[src/rtl/rng_lfsr_arbiter.sv]
// rng_lfsr_arbiter
//
// Owns one WIDTH-bit Fibonacci-style LFSR and shares it round-robin among
// N_REQ requesters. Each granted request clocks the LFSR STEPS times, then
// delivers the resulting word with a one-cycle one-hot GNT pulse. While the
// block is idle, a new seed can be loaded over a valid/ready handshake.
//
// Optional feature macro: RNG_WORD_COUNT_EN
//   When defined, adds a 32-bit WORD_CNT output that counts delivered words.
//   It wraps at 2^32 and clears on reset and on every accepted seed load.
//
// Ports:
//   CLK         in   system clock, rising edge
//   RESET_N     in   asynchronous active-low reset
//   SEED_VALID  in   seed load request
//   SEED_DATA   in   seed value (zero is replaced by RESET_SEED)
//   SEED_READY  out  seed accepted this cycle if SEED_VALID is high (idle only)
//   REQ         in   per-requester level request
//   GNT         out  one-hot, one-cycle grant pulse
//   RND_VALID   out  high together with the GNT pulse
//   RND_DATA    out  random word; holds its last value between grants
//   BUSY        out  high while stepping or delivering
//   WORD_CNT    out  delivered-word count (RNG_WORD_COUNT_EN only)

module rng_lfsr_arbiter #(
  parameter int               WIDTH      = 16,
  parameter int               N_REQ      = 4,
  parameter int               STEPS      = 16,
  parameter logic [WIDTH-1:0] TAPS       = 16'hB400,
  parameter logic [WIDTH-1:0] RESET_SEED = 16'hACE1
) (
  input  logic             CLK,
  input  logic             RESET_N,
  input  logic             SEED_VALID,
  input  logic [WIDTH-1:0] SEED_DATA,
  output logic             SEED_READY,
  input  logic [N_REQ-1:0] REQ,
  output logic [N_REQ-1:0] GNT,
  output logic             RND_VALID,
  output logic [WIDTH-1:0] RND_DATA,
  output logic             BUSY
`ifdef RNG_WORD_COUNT_EN
  ,
  output logic [31:0]      WORD_CNT
`endif
);

  localparam int IDX_W = (N_REQ > 1) ? $clog2(N_REQ) : 1;
  localparam int CNT_W = (STEPS > 1) ? $clog2(STEPS) : 1;

  localparam logic [1:0] ST_IDLE = 2'd0;
  localparam logic [1:0] ST_STEP = 2'd1;
  localparam logic [1:0] ST_DONE = 2'd2;

  logic [1:0]       state_q;
  logic [WIDTH-1:0] lfsr_q;
  logic [WIDTH-1:0] lfsr_next;
  logic             lfsr_ce;
  logic [CNT_W-1:0] step_cnt_q;
  logic [IDX_W-1:0] idx_q;
  logic [IDX_W-1:0] ptr_q;
  logic [N_REQ-1:0] gnt_q;
  logic             rnd_valid_q;
  logic [WIDTH-1:0] rnd_data_q;
  logic             grant_found;
  logic [IDX_W-1:0] grant_idx;
  logic             last_step;

  // The LFSR only advances while stepping; the shift value is computed
  // continuously so the final word can be captured on the same edge.
  assign lfsr_ce   = (state_q == ST_STEP);
  assign lfsr_next = {lfsr_q[WIDTH-2:0], ^(lfsr_q & TAPS)};
  assign last_step = lfsr_ce && (step_cnt_q == '0);

  // Round-robin search: start one past the last granted index and wrap.
  // The sum is one bit wider than the index so the wrap test cannot overflow.
  always_comb begin
    grant_found = 1'b0;
    grant_idx   = '0;
    for (int k = 1; k <= N_REQ; k++) begin
      logic [IDX_W:0] sum;
      sum = {1'b0, ptr_q} + (IDX_W+1)'(k);
      if (sum >= (IDX_W+1)'(N_REQ)) begin
        sum = sum - (IDX_W+1)'(N_REQ);
      end
      if (!grant_found && REQ[sum[IDX_W-1:0]]) begin
        grant_found = 1'b1;
        grant_idx   = sum[IDX_W-1:0];
      end
    end
  end

  // Control FSM, LFSR bank and registered grant/word outputs. A seed load
  // wins over a request in the same idle cycle; the request is then picked
  // up on the following cycle since REQ is a level.
  always_ff @(posedge CLK or negedge RESET_N) begin
    if (!RESET_N) begin
      state_q     <= ST_IDLE;
      lfsr_q      <= RESET_SEED;
      step_cnt_q  <= '0;
      idx_q       <= '0;
      ptr_q       <= IDX_W'(N_REQ - 1);
      gnt_q       <= '0;
      rnd_valid_q <= 1'b0;
      rnd_data_q  <= '0;
    end else begin
      gnt_q       <= '0;
      rnd_valid_q <= 1'b0;
      case (state_q)
        ST_IDLE: begin
          if (SEED_VALID) begin
            lfsr_q <= (SEED_DATA == '0) ? RESET_SEED : SEED_DATA;
          end else if (grant_found) begin
            idx_q      <= grant_idx;
            step_cnt_q <= CNT_W'(STEPS - 1);
            state_q    <= ST_STEP;
          end
        end
        ST_STEP: begin
          lfsr_q <= lfsr_next;
          if (last_step) begin
            state_q     <= ST_DONE;
            gnt_q       <= N_REQ'(1) << idx_q;
            rnd_valid_q <= 1'b1;
            rnd_data_q  <= lfsr_next;
          end else begin
            step_cnt_q <= step_cnt_q - CNT_W'(1);
          end
        end
        ST_DONE: begin
          ptr_q   <= idx_q;
          state_q <= ST_IDLE;
        end
        default: begin
          state_q <= ST_IDLE;
        end
      endcase
    end
  end

  assign SEED_READY = (state_q == ST_IDLE);
  assign BUSY       = (state_q == ST_STEP) || (state_q == ST_DONE);
  assign GNT        = gnt_q;
  assign RND_VALID  = rnd_valid_q;
  assign RND_DATA   = rnd_data_q;

`ifdef RNG_WORD_COUNT_EN
  logic [31:0] word_cnt_q;

  // Counts words as they are delivered; the increment lands with the grant
  // pulse so the count already includes the word being presented.
  always_ff @(posedge CLK or negedge RESET_N) begin
    if (!RESET_N) begin
      word_cnt_q <= '0;
    end else if ((state_q == ST_IDLE) && SEED_VALID) begin
      word_cnt_q <= '0;
    end else if (last_step) begin
      word_cnt_q <= word_cnt_q + 32'd1;
    end
  end

  assign WORD_CNT = word_cnt_q;
`endif

endmodule

[config.mk]
export PLATFORM = sky130hd
export DESIGN_NAME = rng_lfsr_arbiter
export DESIGN_NICKNAME = d
export VERILOG_FILES = /design/src/rtl/rng_lfsr_arbiter.sv
export SDC_FILE = /design/constraint.sdc
export NUM_CORES = 1
export LEC_CHECK = 0
export CELL_PAD_IN_SITES_DETAIL_PLACEMENT = 1
export CELL_PAD_IN_SITES_GLOBAL_PLACEMENT = 2
export CORE_MARGIN = 3
export CORE_UTILIZATION = 31
export DETAILED_ROUTE_END_ITERATION = 16
export PLACE_DENSITY_LB_ADDON = 0.1
export SYNTH_ARGS = -nofsm -noshare
export SYNTH_HDL_FRONTEND = slang
export SYNTH_SLANG_ARGS = --single-unit
[constraint.sdc]
create_clock -name CLK -period 2.2 [get_ports CLK]
set_clock_uncertainty 0.1 [all_clocks]
set_input_delay 0.33 -clock CLK [delete_from_list [all_inputs] [get_ports CLK]]
set_output_delay 0.33 -clock CLK [all_outputs]
set_load 0.01 [all_outputs]
* After elaboration in Yosys (flattened, before gate mapping)
Index checks and enable logic that the tools add are counted.
** Word-level totals
- Flip-flop bits (word level) :: 47
- Input port bits :: 23
- Output and inout bits :: 23
- Logic and storage cells :: 87
** Operators by class
- Add/sub/neg operators :: 9
- Magnitude comparators :: 8
- Equality and inequality tests :: 7
- Shift-type cells :: 1
- Multiplexer cells :: 35
- Bitwise logic cells :: 1
- Reductions and logical operators :: 18
** Operators with widths (count)
- $mux 16 :: 2
- $pmux 16 s2 :: 1
- $mux 2 :: 11
- $mux 4 :: 5
- $logic_not 16->1 :: 1
- $reduce_xor 16->1 :: 1
- $ge 3x3->1 const B :: 4
- $lt 2x3->1 const B :: 4
- $mux 1 :: 10
- $bmux 1 s2 :: 4
- $pmux 4 s2 :: 1
- $sub 2x1->2 const B :: 4
- $add 2x2->3 const B :: 2
- $ne 2x2->1 const B :: 3
- $reduce_and 3->1 :: 2
- $logic_and 1x1->1 :: 4
- $logic_not 4->1 :: 1
- $ne 2x1->1 const B :: 2
- $pmux 2 s2 :: 1
- $reduce_and 2->1 :: 2
- $reduce_and 4->1 :: 1
- $shl 1x2->4 const A :: 1
- $sub 4x1->4 const B :: 1
- $add 2x1->3 const B :: 1
- other kinds (8) :: 10

* Longest topological paths before layout
- Word-level depth :: 18
- Mapped depth :: 8
- Mapped depth without buffers :: 6

* Worst setup path after synthesis
Ideal clock, no wire load.
- Kind :: reg-to-reg
- Start point :: register state_q[0]
- End point :: register lfsr_q[3]
- Library setup time :: 0.135 ns
- Arrival :: 1.474 ns
- Data required time :: 1.965 ns
- Setup slack :: 0.491 ns
- Stages on the path, launching flop included :: 6
- Path buffers :: 1
- Period minus slack after synthesis :: 1.709 ns
- Cells stage by stage :: dfrtp_1 inv_1 ha_1 mux2i_1 clkbuf_1 o21ai_0
** On the way
- Cells in the longest elaborated chain, start to end :: 3
- Elaborated cells between the ends (all ways) :: 6
- Classes of those cells :: eq/ne (2); mux (1); reduce/logical (3)
** RTL lines
- start, declared :: line 55 : logic [1:0] state_q;
- start signal, assigned :: line 98 : state_q <= ST_IDLE;
- start signal, assigned :: line 116 : state_q <= ST_STEP;
- start signal, assigned :: line 122 : state_q <= ST_DONE;
- $logic_not 2->1 (*)
- via SEED_READY :: line 36 : output logic SEED_READY,
- $ne 2x2->1 (no source line) or $reduce_bool 2->1 (tied branches)
- $reduce_and 2->1 (no source line)
- end signal, assigned :: line 112 : lfsr_q <= (SEED_DATA == '0) ? RESET_SEED : SEED_DATA;
- end signal, assigned :: line 120 : lfsr_q <= lfsr_next;
- end, declared :: line 56 : logic [WIDTH-1:0] lfsr_q;
Mark *: on every way through the listed nets, which the timed path passes. The rest lies on a longest branch.
A chain may end at the register's enable or synchronous reset.

* Final worst setup path
- Start point :: register state_q[0]
- End point :: output port SEED_READY
** On the way
- Cells in the longest elaborated chain, start to end :: 1
** RTL lines
- $logic_not 2->1 :: line 141 : assign SEED_READY = (state_q == ST_IDLE);
- end, declared :: line 36
Every way passes these cells.

==> metrics.txt <==
GR Util All Layers=14.6%; mean area per synthesized cell=9.50 µm²; # Post-CTS Setup Buffers=0; CTS Sinks=47; Post-Synthesis Cells=238; CTS tree=done; Die W=91.4 µm; Vias/cell=4.82; Die Height=91.4 µm; final setup fails=0; RSZ-0062 raised after global routing=no; ys async rst share=100%; DP Wirelength=4010 µm; Synth Area in XOR/XNOR=1.16%; first-pass GRT wire length=9850 µm; Crit Path Max Fanout=7; post-synthesis mux area share=5.42%; Filler cells=798; port bufs=45; critical path class=flop to output port; sequential fraction of the synthesis area=52.5%; number of global-route vias before repair=1967; First DRT Iteration DRCs=91; number of synthesized flops with an enable pin=0; Post-layout nets=316; placed cells=376; worst-skew pair later-pin latency=300 ps; RePlAce Congestion=0.717; via count=1856; DRT Pass-1 Iters=4; Reg clk slew, reported paths=90 ps; mapped cell area=2260 µm²; n_diodes=0; area share of the leading cell type in the synthesized netlist=40.9%; Leakage=1.33 nW; DRC=0; Total Routed Length=5540 µm; CP Cell Sequence=inv_1 > ha_2 > clkdlybuf4s50_1; WL/cell=14.4 µm; initial core utilization=32.6%; Synth Net Count=266; area leader, netlist=dfrtp_1; Worst Tran Pin Value=604 ps; largest cells by area after synthesis=dfrtp_1, dfstp_2, nand2_1, o21ai_0, mux2i_1; Ys Warns=0; CTS Buf Count=5; IO Count=46; crit path DAT=1620 ps; crit end category=output port; crit path time final=2050 ps; maximum vdd drop=0.000336 V; Synth Register Bits=47; initial antenna violation count=0; top_reg_cell synth=dfrtp_1; Final Max Slew Viols=0; Critical-path top delay cell=clkdlybuf4s50_1; crit path launch type=flop; Bufs and invs on worst path=2; # rows=30; Synth Area in Compound Gates=13.7%; Tcrit/Tclk final=93.0%; maxcap violations=0; CTS max path bufs=2; Worst path top cell family by delay=buffers and inverters; Final Hold Viols=0; Routed Antenna Nets=0; Hold Crit Class=flop to flop; largest family of logic cells by synthesized area=simple AND/OR/NAND/NOR gates; setup TNS=0 ps; Area Overhead vs Synth=33.5%; Finished Layout Cells=385; largest net degree at the start of global routing=33; achievable frequency=489 MHz; Synth Area in Simple Gates=20.8%; worst path required time=1770 ps; core box area=6940 µm²; adder-cell area share of the yosys netlist=2.77%; remaining global-route overflow=0; Yosys cell types=39; htree depth=2; Root Driver=clkbuf_8; Crit path largest cell delay=560 ps; share of cells above drive strength 1=12.8%; PwrDens=1120 nW/µm²; full die area=8360 µm²; status=completed; max_slew headroom=59.7%
[path summary, 6_finish.rpt]
path                                 end  slack (ps)  depth (start not counted)         start
max                           SEED_READY         150                          3    state_q[0]
min                         RND_DATA[14]         380                          2  RND_DATA[14]
max reg2reg                step_cnt_q[2]         280                          6    state_q[1]
min reg2reg                 RND_DATA[14]         380                          2  RND_DATA[14]
max in group asynchronous     lfsr_q[10]         910                          3       RESET_N
min in group asynchronous    RND_DATA[6]         480                          2       RESET_N
[cells in the mapped netlist, types with 2 or more instances]
| master | n |
|---|---|
| nand2_1 | 64 |
| dfrtp_1 | 37 |
| o21ai_0 | 24 |
| dfstp_2 | 10 |
| mux2i_1 | 10 |
| nand2b_1 | 10 |
| clkbuf_1 | 9 |
| inv_1 | 9 |
| o31ai_1 | 7 |
| nor2_1 | 6 |
| ha_1 | 5 |
| a21oi_1 | 4 |
| nor4_1 | 4 |
| nand3_1 | 3 |
| nor3_1 | 3 |
| or3_1 | 3 |
| xnor2_1 | 3 |
| a22o_1 | 2 |
| a31oi_1 | 2 |
| buf_2 | 2 |
| mux2_2 | 2 |
| o22ai_1 | 2 |
[cells by family after synthesis]
group	after synthesis
AND/OR/NAND/NOR	102
AO/OA/AOI/OAI	48
flip-flops	47
buffers and inverters	21
multiplexers	12
adder cells (fa/ha/maj)	5
XOR/XNOR	3
[power breakdown]
group          internal (mW)  switching [mW]
Combinational          0.673           0.639
Sequential              1.19           0.226
Clock                  0.368           0.292
[layout by cell type, fill, tap and decap left out, drive strengths merged, types with 2 or more instances in the layout]
cell type,instances
a21oi,4
o31ai,7
inv,9
mux2,2
buf,10
mux2i,10
nor4,4
o21ai,24
a31oi,2
or3,3
nor3,3
ha,5
xnor2,3
o22ai,2
dfstp,10
nand3,3
clkdlybuf4s50,44
a22o,2
clkbuf,6
nand2b,10
nand2,64
nor2,6
dfrtp,37
[worst reg2reg max path: stages, from the launching register on]
cell and delay [ps]:
dfrtp_1 410, inv_1 90, ha_1 360, nand3_1 150, inv_1 320, nor3_1 130
o221a_1 250
[sequential cells by signal, indices dropped and copies added (netlist names)]
register    count
ptr_q           2
GNT             4
step_cnt_q      4
RND_VALID       1
state_q         2
lfsr_q         16
idx_q           2
RND_DATA       16
[per-layer routing]
metal | vias to the layer above | part of all wire [%] | global-route usage [%]
li1 | 913 | - | -
met1 | 902 | 49 | 20.1
met2 | 35 | 46 | 22.6
met3 | 6 | 3.4 | 2.98
met4 | 0 | 1.1 | 5.15
met5 | - | 0 | 0
[per-stage QoR]
stage / power, mW / utilization (%) / setup WS [ps] / hold WS (ps) / area (µm²)
global route: 3.71 / 43.5 / 71.5 / 412 / 3020
CTS: 3.45 / 43.4 / 26.0 / 388 / 3020
global placement: 2.74 / 41.6 / 110 / 289 / 2890
finish: 3.39 / 43.5 / 154 / 382 / 3020
floorplan: 2.24 / - / 491 / -65.6 / 2260
detailed placement: 2.77 / 41.6 / 102 / 278 / 2890
[area by class of cell]
cell class	instances	area [µm²]	area share, %
Clock inverter	2	35.0	1.16
Sequential cell	47	1190	39.4
Inverter	9	33.8	1.12
Multi-Input combinational cell	170	998	33.1
Timing Repair Buffer	55	561	18.6
Clock buffer	6	82.6	2.74
Tap cell	96	120	3.98
[repair_timing]
| action | CTS | global route |
|---|---|---|
| endpoints found under the hold margin | 17 | 0 |
| hold buffers | 1 | 0 |
| resized for setup | 0 | 1 |
| endpoints found under the setup margin | 0 | 1 |
(Power assumes the default switching activity.)
